[src/rtl/dff_capture_arbiter.sv]
// Round-robin arbiter feeding a one-entry capture register.
// Captures winner data bit, index and timestamp; drained by valid/ready.
module dff_capture_arbiter #(
  parameter int NREQ = 4,
  parameter int TS_W = 32,
  parameter int IDW  = $clog2(NREQ)
) (
  input  logic            clk,
  input  logic            rst_n,
  input  logic            cfg_en,
  input  logic [NREQ-1:0] req_valid,
  input  logic [NREQ-1:0] req_data,
  output logic [NREQ-1:0] req_ready,
  output logic            out_valid,
  input  logic            out_ready,
  output logic            out_data,
  output logic [IDW-1:0]  out_id,
  output logic [TS_W-1:0] out_ts
);

  logic [TS_W-1:0] ts_cnt;
  logic [IDW-1:0]  last_grant;
  logic [IDW-1:0]  win;
  logic [IDW:0]    j_w;
  logic            found;
  logic            can_accept;
  logic            grant;

  assign can_accept = rst_n && cfg_en &&
                      (!out_valid || out_ready);

  // Search upward from last_grant+1, wrapping modulo NREQ.
  always_comb begin
    win   = '0;
    found = 1'b0;
    j_w   = '0;
    for (int k = 1; k <= NREQ; k++) begin
      j_w = {1'b0, last_grant} + (IDW+1)'(k);
      if (j_w >= (IDW+1)'(NREQ))
        j_w = j_w - (IDW+1)'(NREQ);
      if (!found && req_valid[j_w[IDW-1:0]]) begin
        found = 1'b1;
        win   = j_w[IDW-1:0];
      end
    end
  end

  assign grant = can_accept && found;

  always_comb begin
    req_ready = '0;
    if (grant)
      req_ready[win] = 1'b1;
  end

  always_ff @(posedge clk or negedge rst_n) begin
    if (!rst_n) begin
      ts_cnt     <= '0;
      last_grant <= IDW'(NREQ-1);
      out_valid  <= 1'b0;
      out_data   <= 1'b0;
      out_id     <= '0;
      out_ts     <= '0;
    end else begin
      ts_cnt <= ts_cnt + TS_W'(1);
      if (grant) begin
        out_valid  <= 1'b1;
        out_data   <= req_data[win];
        out_id     <= win;
        out_ts     <= ts_cnt;
        last_grant <= win;
      end else if (out_ready) begin
        out_valid <= 1'b0;
      end
    end
  end

endmodule

[config.mk]
export PLATFORM = sky130hd
export DESIGN_NAME = dff_capture_arbiter
export DESIGN_NICKNAME = d
export VERILOG_FILES = /design/src/rtl/dff_capture_arbiter.sv
export SDC_FILE = /design/constraint.sdc
export NUM_CORES = 1
export LEC_CHECK = 0
export BUFFER_PORTS_ARGS = -buffer_cell sky130_fd_sc_hd__buf_4
export CORE_MARGIN = 2
export CORE_UTILIZATION = 35
export CTS_BUF_LIST = sky130_fd_sc_hd__clkbuf_8
export DETAILED_ROUTE_END_ITERATION = 7
export PLACE_DENSITY = 0.59
export SETUP_SLACK_MARGIN = 0.5
export SLEW_MARGIN = 20
export SYNTH_ARGS = -nofsm -noshare
export SYNTH_HDL_FRONTEND = slang
export SYNTH_SLANG_ARGS = --single-unit
[constraint.sdc]
create_clock -name clk -period 2.2 [get_ports clk]
set_clock_uncertainty 0.05 [all_clocks]
set_input_delay 0.33 -clock clk [delete_from_list [all_inputs] [get_ports clk]]
set_output_delay 0.33 -clock clk [all_outputs]
set_load 0.01 [all_outputs]
==> summary.txt, run 1 <==
Global route
  • First-pass GRT wire length: between 9 and 10 mm
  • Grt total ovfl: 0
  • Largest net degree at the start of global routing: just under 60
  • Number of antenna violations at the first check in global routing: 0
  • Number of global-route vias before repair: 1,917
  • GRT Total Usage: 0.137

Synth
  • Syn_nets: 235
  • Synth cell count leaders: dfrtp_1, mux2_2, xnor2_1
  • Synth async-reset ratio: 1.00
  • Post-synthesis sequential element count: 70
  • Mapped cell area: between 2000 and 3000 um^2
  • Sequential element share of the synthesized area: 0.600
  • Number of flops mapped to enable cells by yosys: 0
  • Synthesized area per cell: between 10 and 15 um^2
  • Yosys top cell by area: dfrtp_1
  • Top post-synthesis cells by area: dfrtp_1, mux2_2, xnor2_1, nand2_1, xor2_1
  • Count leader, synth: dfrtp_1
  • Top_reg_cell synth: dfrtp_1
  • Yosys cell types: 28
  • Syn Inst Count: 222
  • Synth top area share: 0.582
  • Synth warn: 0

Routing
  • Met3 routed WL: between 200 and 300 um
  • Drt drc: 0
  • DR vias: slightly below 2,000
  • Antenna-violating nets left: 0
  • Initial DRC count: between 100 and 150
  • DR WL met2: between 2 and 3 mm
  • Met1 wire length: 2.50 mm
  • Top Metal Used: met4
  • Drt total wl: 5.67 mm
  • Drt via density: 4.67
  • DRT Pass-1 Iters: 3
  • Wirelength per Cell: 13.8 um

Hold path
  • Worst min path class: in -> async

Worst setup path
  • Worst path required time: around 1.8 ns
  • R2R Path Start: last_grant[1]
  • Startpoint class of the critical path: flop
  • Reg-to-reg slack, setup: approximately 0.43 ns
  • Nature of the critical path endpoint: primary output
  • Worst R2R End: out_data
  • R2R cell count: 7
  • Worst Path Arrival: around 1.7 ns
  • CP max FO: 5
  • Critical path type: reg -> out

CTS
  • CTS tree: done
  • Clock latency at the later pin of the worst-skew pair: around 0.34 ns
  • Clock transition at path regs: approximately 0.07 ns
  • TritonCTS Buffers: 9
  • Clk buf depth: 2
  • H-tree depth: 3
  • Clock sink count: 70
  • Root buffer cell: clkbuf_8

Cells and area
  • Fraction of layout cells with a size suffix above 1: 0.505
  • Final non-filler cell total: around 410
  • NumNets Final: about 320
  • N_diodes: 0
  • Layout area overhead: 36.1%

STA
  • Pins over their slew limit: 0
  • Setup violators final: 0
  • FMAX: slightly below 0.5 GHz
  • Tightest Pin Transition: approximately 0.72 ns
  • RSZ-0062 raised after global routing: true
  • Hold Vio Cnt, Final: 0
  • Worst rel slew slack: 0.522
  • Fin crit period: 2.06 ns
  • Fin Setup TNS: 0 ns
  • WHS: roughly 0.15 ns
  • Final period util: 0.938

Pwr
  • Switch share: 0.211
  • Int Pwr: 2.39 mW
  • Pwr Total: around 3 mW
  • Clock power share: 0.451
  • NetSw: around 0.64 mW
  • Logic pwr share: 0.097
  • Leakage: slightly below 2 nW
  • VDD IR max: 0.589 mV
  • Sequential Power Share: 0.452
  • PD cells: about 760 nW/um^2

Place
  • Hpwl dp: 3.60 mm
  • Port Buffer Count: 51
  • Placed Instances: roughly 380
  • Placer Congestion: ~0.75

Die
  • Core area: 8180 um^2
  • Die Y: around 95 um
  • Initial Util: 0.358
  • Ports: 52
  • Die ar.: ~9000 um^2
  • Die Wd: roughly 95 um
  • FP Rows: 33

Status
  • Outcome: completed

Job
  • Max Cap Violations: 0
-- how the worst max path moves through the flow --
stage / start / to / slack, ns
finish: last_grant[1] / req_ready[1] / 0.14
global route: last_grant[1] / req_ready[1] / 0.05
CTS: last_grant[1] / req_ready[3] / 0.11
detailed placement: ts_cnt[0] / ts_cnt[30] / 0.32
global placement: ts_cnt[0] / ts_cnt[30] / 0.38
floorplan: ts_cnt[0] / ts_cnt[30] / 0.49
-- per-stage QoR --
step | worst slack [ns] | instance area (um^2) | util
final | 0.137 | 3980 | 0.487
after global routing | 0.0547 | 3980 | 0.487
after CTS | 0.115 | 3820 | 0.467
after detailed placement | 0.324 | 3470 | 0.425
after global placement | 0.378 | 3470 | 0.425
after floorplan | 0.494 | 2950 | -
-- power by group through the flow --
stage          registers, mW  clock network, mW  logic (mW)
6_report                1.37               1.36       0.295
3_5_place_dp            1.39                  0       0.253
3_3_place_gp            1.39                  0       0.250
4_1_cts                 1.37               1.40       0.270
2_1_floorplan           1.40                  0       0.111
5_1_grt                 1.37               1.47       0.325
-- critical path, cell delays in order (launching register included) --
cell and delay, ns:
dfstp_2 0.59, a21oi_2 0.07, a31oi_1 0.20, a21oi_2 0.10, nand2b_4 0.15, nor2b_1 0.11
buf_4 0.13
-- timing repair --
| action | CTS | global route |
|---|---|---|
| hold buffers | 1 | 0 |
| resized for setup | 6 | 22 |
| endpoints found under the hold margin | 12 | 0 |
| pin swaps | 5 | 14 |
| setup endpoints to repair | 14 | 18 |
| setup buffers | 7 | 11 |
-- registers in the layout, indices dropped and copies added, names as in the netlist --
register    flops
last_grant      2
out_data        1
out_id          2
out_ts         32
out_valid       1
ts_cnt         32
-- per-layer routing --
metal / vias up / global-route usage
li1: 929 / -
met1: 951 / 0.173
met2: 33 / 0.213
met3: 9 / 0.0577
met4: 0 / 0.0464
met5: - / 0
-- area by class of cell --
type,count,area (um^2)
fill,769,4200
sequential,70,1770
multi-input combinational,143,1220
timing repair buffer,72,563
clock buffer,10,138
clock inverter,6,133
tap,105,131
inverter,6,22.5
-- kinds of logic (layout without fill, tap and decap cells) --
| logic type | after synthesis | count (layout) | synth area share |
|---|---|---|---|
| and+or+nand+nor | 68 | 68 | 0.139 |
| AOI/OAI and AO/OA | 9 | 9 | 0.0205 |
| xor gates and xnor gates | 30 | 30 | 0.0899 |
| DFF | 70 | 70 | 0.600 |
| adders and majority gates | 1 | 1 | 0.00428 |
| muxes | 35 | 35 | 0.134 |
| buffers and inverters | 9 | 94 | 0.0128 |
-- cells in the final DEF (no fill, tap or decap), drive strengths merged, types with 6 or more instances in the layout --
cell type   n
nand4       9
inv         6
mux2       32
xnor2      23
nand3      11
dfrtp      68
nand2      17
nor2       15
clkbuf     10
xor2        7
buf        71
(Power assumes the default switching activity.)
==> run 2: changes to the inputs <==
--- a/config.mk
+++ b/config.mk
@@ -7,11 +7,12 @@
 export LEC_CHECK = 0
 export BUFFER_PORTS_ARGS = -buffer_cell sky130_fd_sc_hd__buf_4
 export CORE_MARGIN = 2
-export CORE_UTILIZATION = 35
+export CORE_UTILIZATION = 29
 export CTS_BUF_LIST = sky130_fd_sc_hd__clkbuf_8
 export DETAILED_ROUTE_END_ITERATION = 7
-export PLACE_DENSITY = 0.59
+export PLACE_DENSITY = 0.52
 export SETUP_SLACK_MARGIN = 0.5
+export SKIP_CTS_REPAIR_TIMING = 1
 export SLEW_MARGIN = 20
 export SYNTH_ARGS = -nofsm -noshare
 export SYNTH_HDL_FRONTEND = slang
==> run 2 against run 1 <==
Sequential share of layout area grew 0.81 points. Critical path type unchanged. Largest power group unchanged. Routed wire length did not move. Cell area is 1.9% lower. First-iteration DRC count is 38% lower. Non-clock buffer count decreased by 8. Sequential power is essentially flat. Maximum frequency down 3.6%. Count of clock-buffer cells in the layout rose by 1. Highest routed layer unchanged. Die area is 20% higher.
==> summary.txt, run 2 (same netlist as run 1, synthesis figures left out) <==
Status
  • Outcome: completed

Place
  • Placed Instances: 405
  • Placer Congestion: 0.711
  • Dpl cell area: between 3000 and 4000 um^2
  • Port Buffer Count: 51
  • Hpwl dp: around 3.8 mm

Cells and area
  • Final non-filler cell total: 432
  • Layout area overhead: 33.6%
  • Biggest regs: out_ts x32, ts_cnt x32
  • Util after Layout: 0.400
  • NumNets Final: 307
  • N_diodes: 0
  • Fraction of layout cells with a size suffix above 1: 0.488
  • Finished Cell Area: around 4000 um^2
  • Most frequent cells in the layout: buf_4, dfrtp_1, mux2_2
  • Leading cell type in the layout, fill and taps excluded: buf_4

Worst setup path
  • R2R cell count: 6
  • Critical path type: reg -> out
  • Worst Path Arrival: 1.76 ns
  • CP max FO: 7
  • Reg-to-reg slack, setup: between 0.4 and 0.5 ns
  • Nature of the critical path endpoint: primary output
  • Worst path required time: around 1.8 ns
  • Startpoint class of the critical path: flop
  • Worst R2R End: out_data
  • R2R Path Start: last_grant[1]

Die
  • Die ar.: around 11,000 um^2
  • FP Rows: 36
  • Core area: 9770 um^2
  • Initial Util: 0.299
  • Die Y: 104 um
  • Die Wd: around 100 um
  • Ports: 52

Routing
  • Drt total wl: 5.67 mm
  • Wirelength per Cell: approximately 13 um
  • Drt drc: 0
  • DRT Pass-1 Iters: 4
  • Initial DRC count: 70
  • Antenna-violating nets left: 0
  • DR vias: 1,912
  • Drt via density: 4.43

Global route
  • Largest net degree at the start of global routing: 66
  • Number of antenna violations at the first check in global routing: 0
  • Number of global-route vias before repair: approximately 1,900
  • First-pass GRT wire length: around 9.5 mm
  • Grt total ovfl: 0
  • GRT Total Usage: 0.110

Pwr
  • VDD IR max: roughly 0.34 mV
  • NetSw: 0.630 mW
  • Logic pwr share: 0.107
  • PD cells: 689 nW/um^2
  • Int Pwr: roughly 2.1 mW
  • Switch share: 0.234
  • Leakage: slightly below 2 nW
  • Clock power share: 0.384
  • Sequential Power Share: 0.509

CTS
  • H-tree depth: 3
  • Root buffer cell: clkbuf_8
  • Clock transition at path regs: 0.07 ns
  • CTS tree: done
  • Clock latency at the later pin of the worst-skew pair: between 0.3 and 0.4 ns
  • TritonCTS Buffers: 9
  • Clock sink count: 70
  • Clk buf depth: 2

Hold path
  • Worst min path class: in -> async

STA
  • Tightest Pin Transition: between 0.8 and 0.9 ns
  • Pins over their slew limit: 0
  • Worst rel slew slack: 0.459
  • Fin Setup TNS: 0 ns
  • Setup violators final: 0
  • FMAX: 0.467 GHz
  • Final period util: 0.973
  • RSZ-0062 raised after global routing: true
  • Hold Vio Cnt, Final: 0
  • Fin crit period: 2.14 ns

Job
  • Max Cap Violations: 0
[run 2: changes by cell type in the layout (fill, tap and decap cells not counted), moves of 2 or more]
cell / previous run / this run
buf_4: 68 / 62
bufinv_16: 4 / 1
buf_6: 2 / 0
clkinv_2: 1 / 3
nand2_1: 15 / 17
nand2_2: 2 / 0
nand3_1: 7 / 5
[run 2: area by class of cell]
cell class,instances,area [um^2]
fill,970,5870
clock inverter,5,48.8
inverter,6,22.5
timing repair buffer,64,495
sequential,70,1770
multi-input combinational,143,1250
tap,133,166
clock buffer,11,151
[run 2: worst max-delay path by stage]
stage                             start            to  slack [ns]  cells past startpoint
after global placement        ts_cnt[1]    ts_cnt[30]        0.37                      6
final                     last_grant[1]  req_ready[3]        0.06                      4
after global routing      last_grant[1]  req_ready[3]      -0.005                      4
after floorplan               ts_cnt[0]    ts_cnt[30]        0.49                      6
after CTS                 last_grant[1]  req_ready[3]       -0.01                      5
after detailed placement      ts_cnt[2]    ts_cnt[29]        0.29                      5
[run 2: metal layers]
layer	vias to the layer above	wire, um	track usage	part of all wire
li1	920	-	-	-
met5	-	0	0	0
met4	0	71	0.0347	0.013
met1	947	2540	0.136	0.45
met3	8	305	0.0482	0.054
met2	37	2750	0.175	0.49
[run 2: power groups by stage]
stage          Sequential (mW)  Combinational, mW  Clock [mW]
3_3_place_gp              1.39              0.254           0
5_1_grt                   1.38              0.316        1.13
2_1_floorplan             1.40              0.111           0
6_report                  1.37              0.287        1.03
4_1_cts                   1.37              0.255        1.08
3_5_place_dp              1.39              0.255           0
[run 2: stage by stage]
step                      hold WS (ns)  worst slack, ns  total power, mW
after floorplan                -0.0156            0.494             1.51
after global placement           0.109            0.366             1.64
after detailed placement         0.111            0.292             1.65
after CTS                       -0.271          -0.0139             2.70
after global routing             0.241         -0.00481             2.82
final                            0.160           0.0603             2.69
[run 2: worst max-delay path, cell delays in order, from the launching register on]
cell and delay, ns:
dfstp_2 0.59, mux2i_2 0.29, o221ai_4 0.19, and3_1 0.22, buf_4 0.14
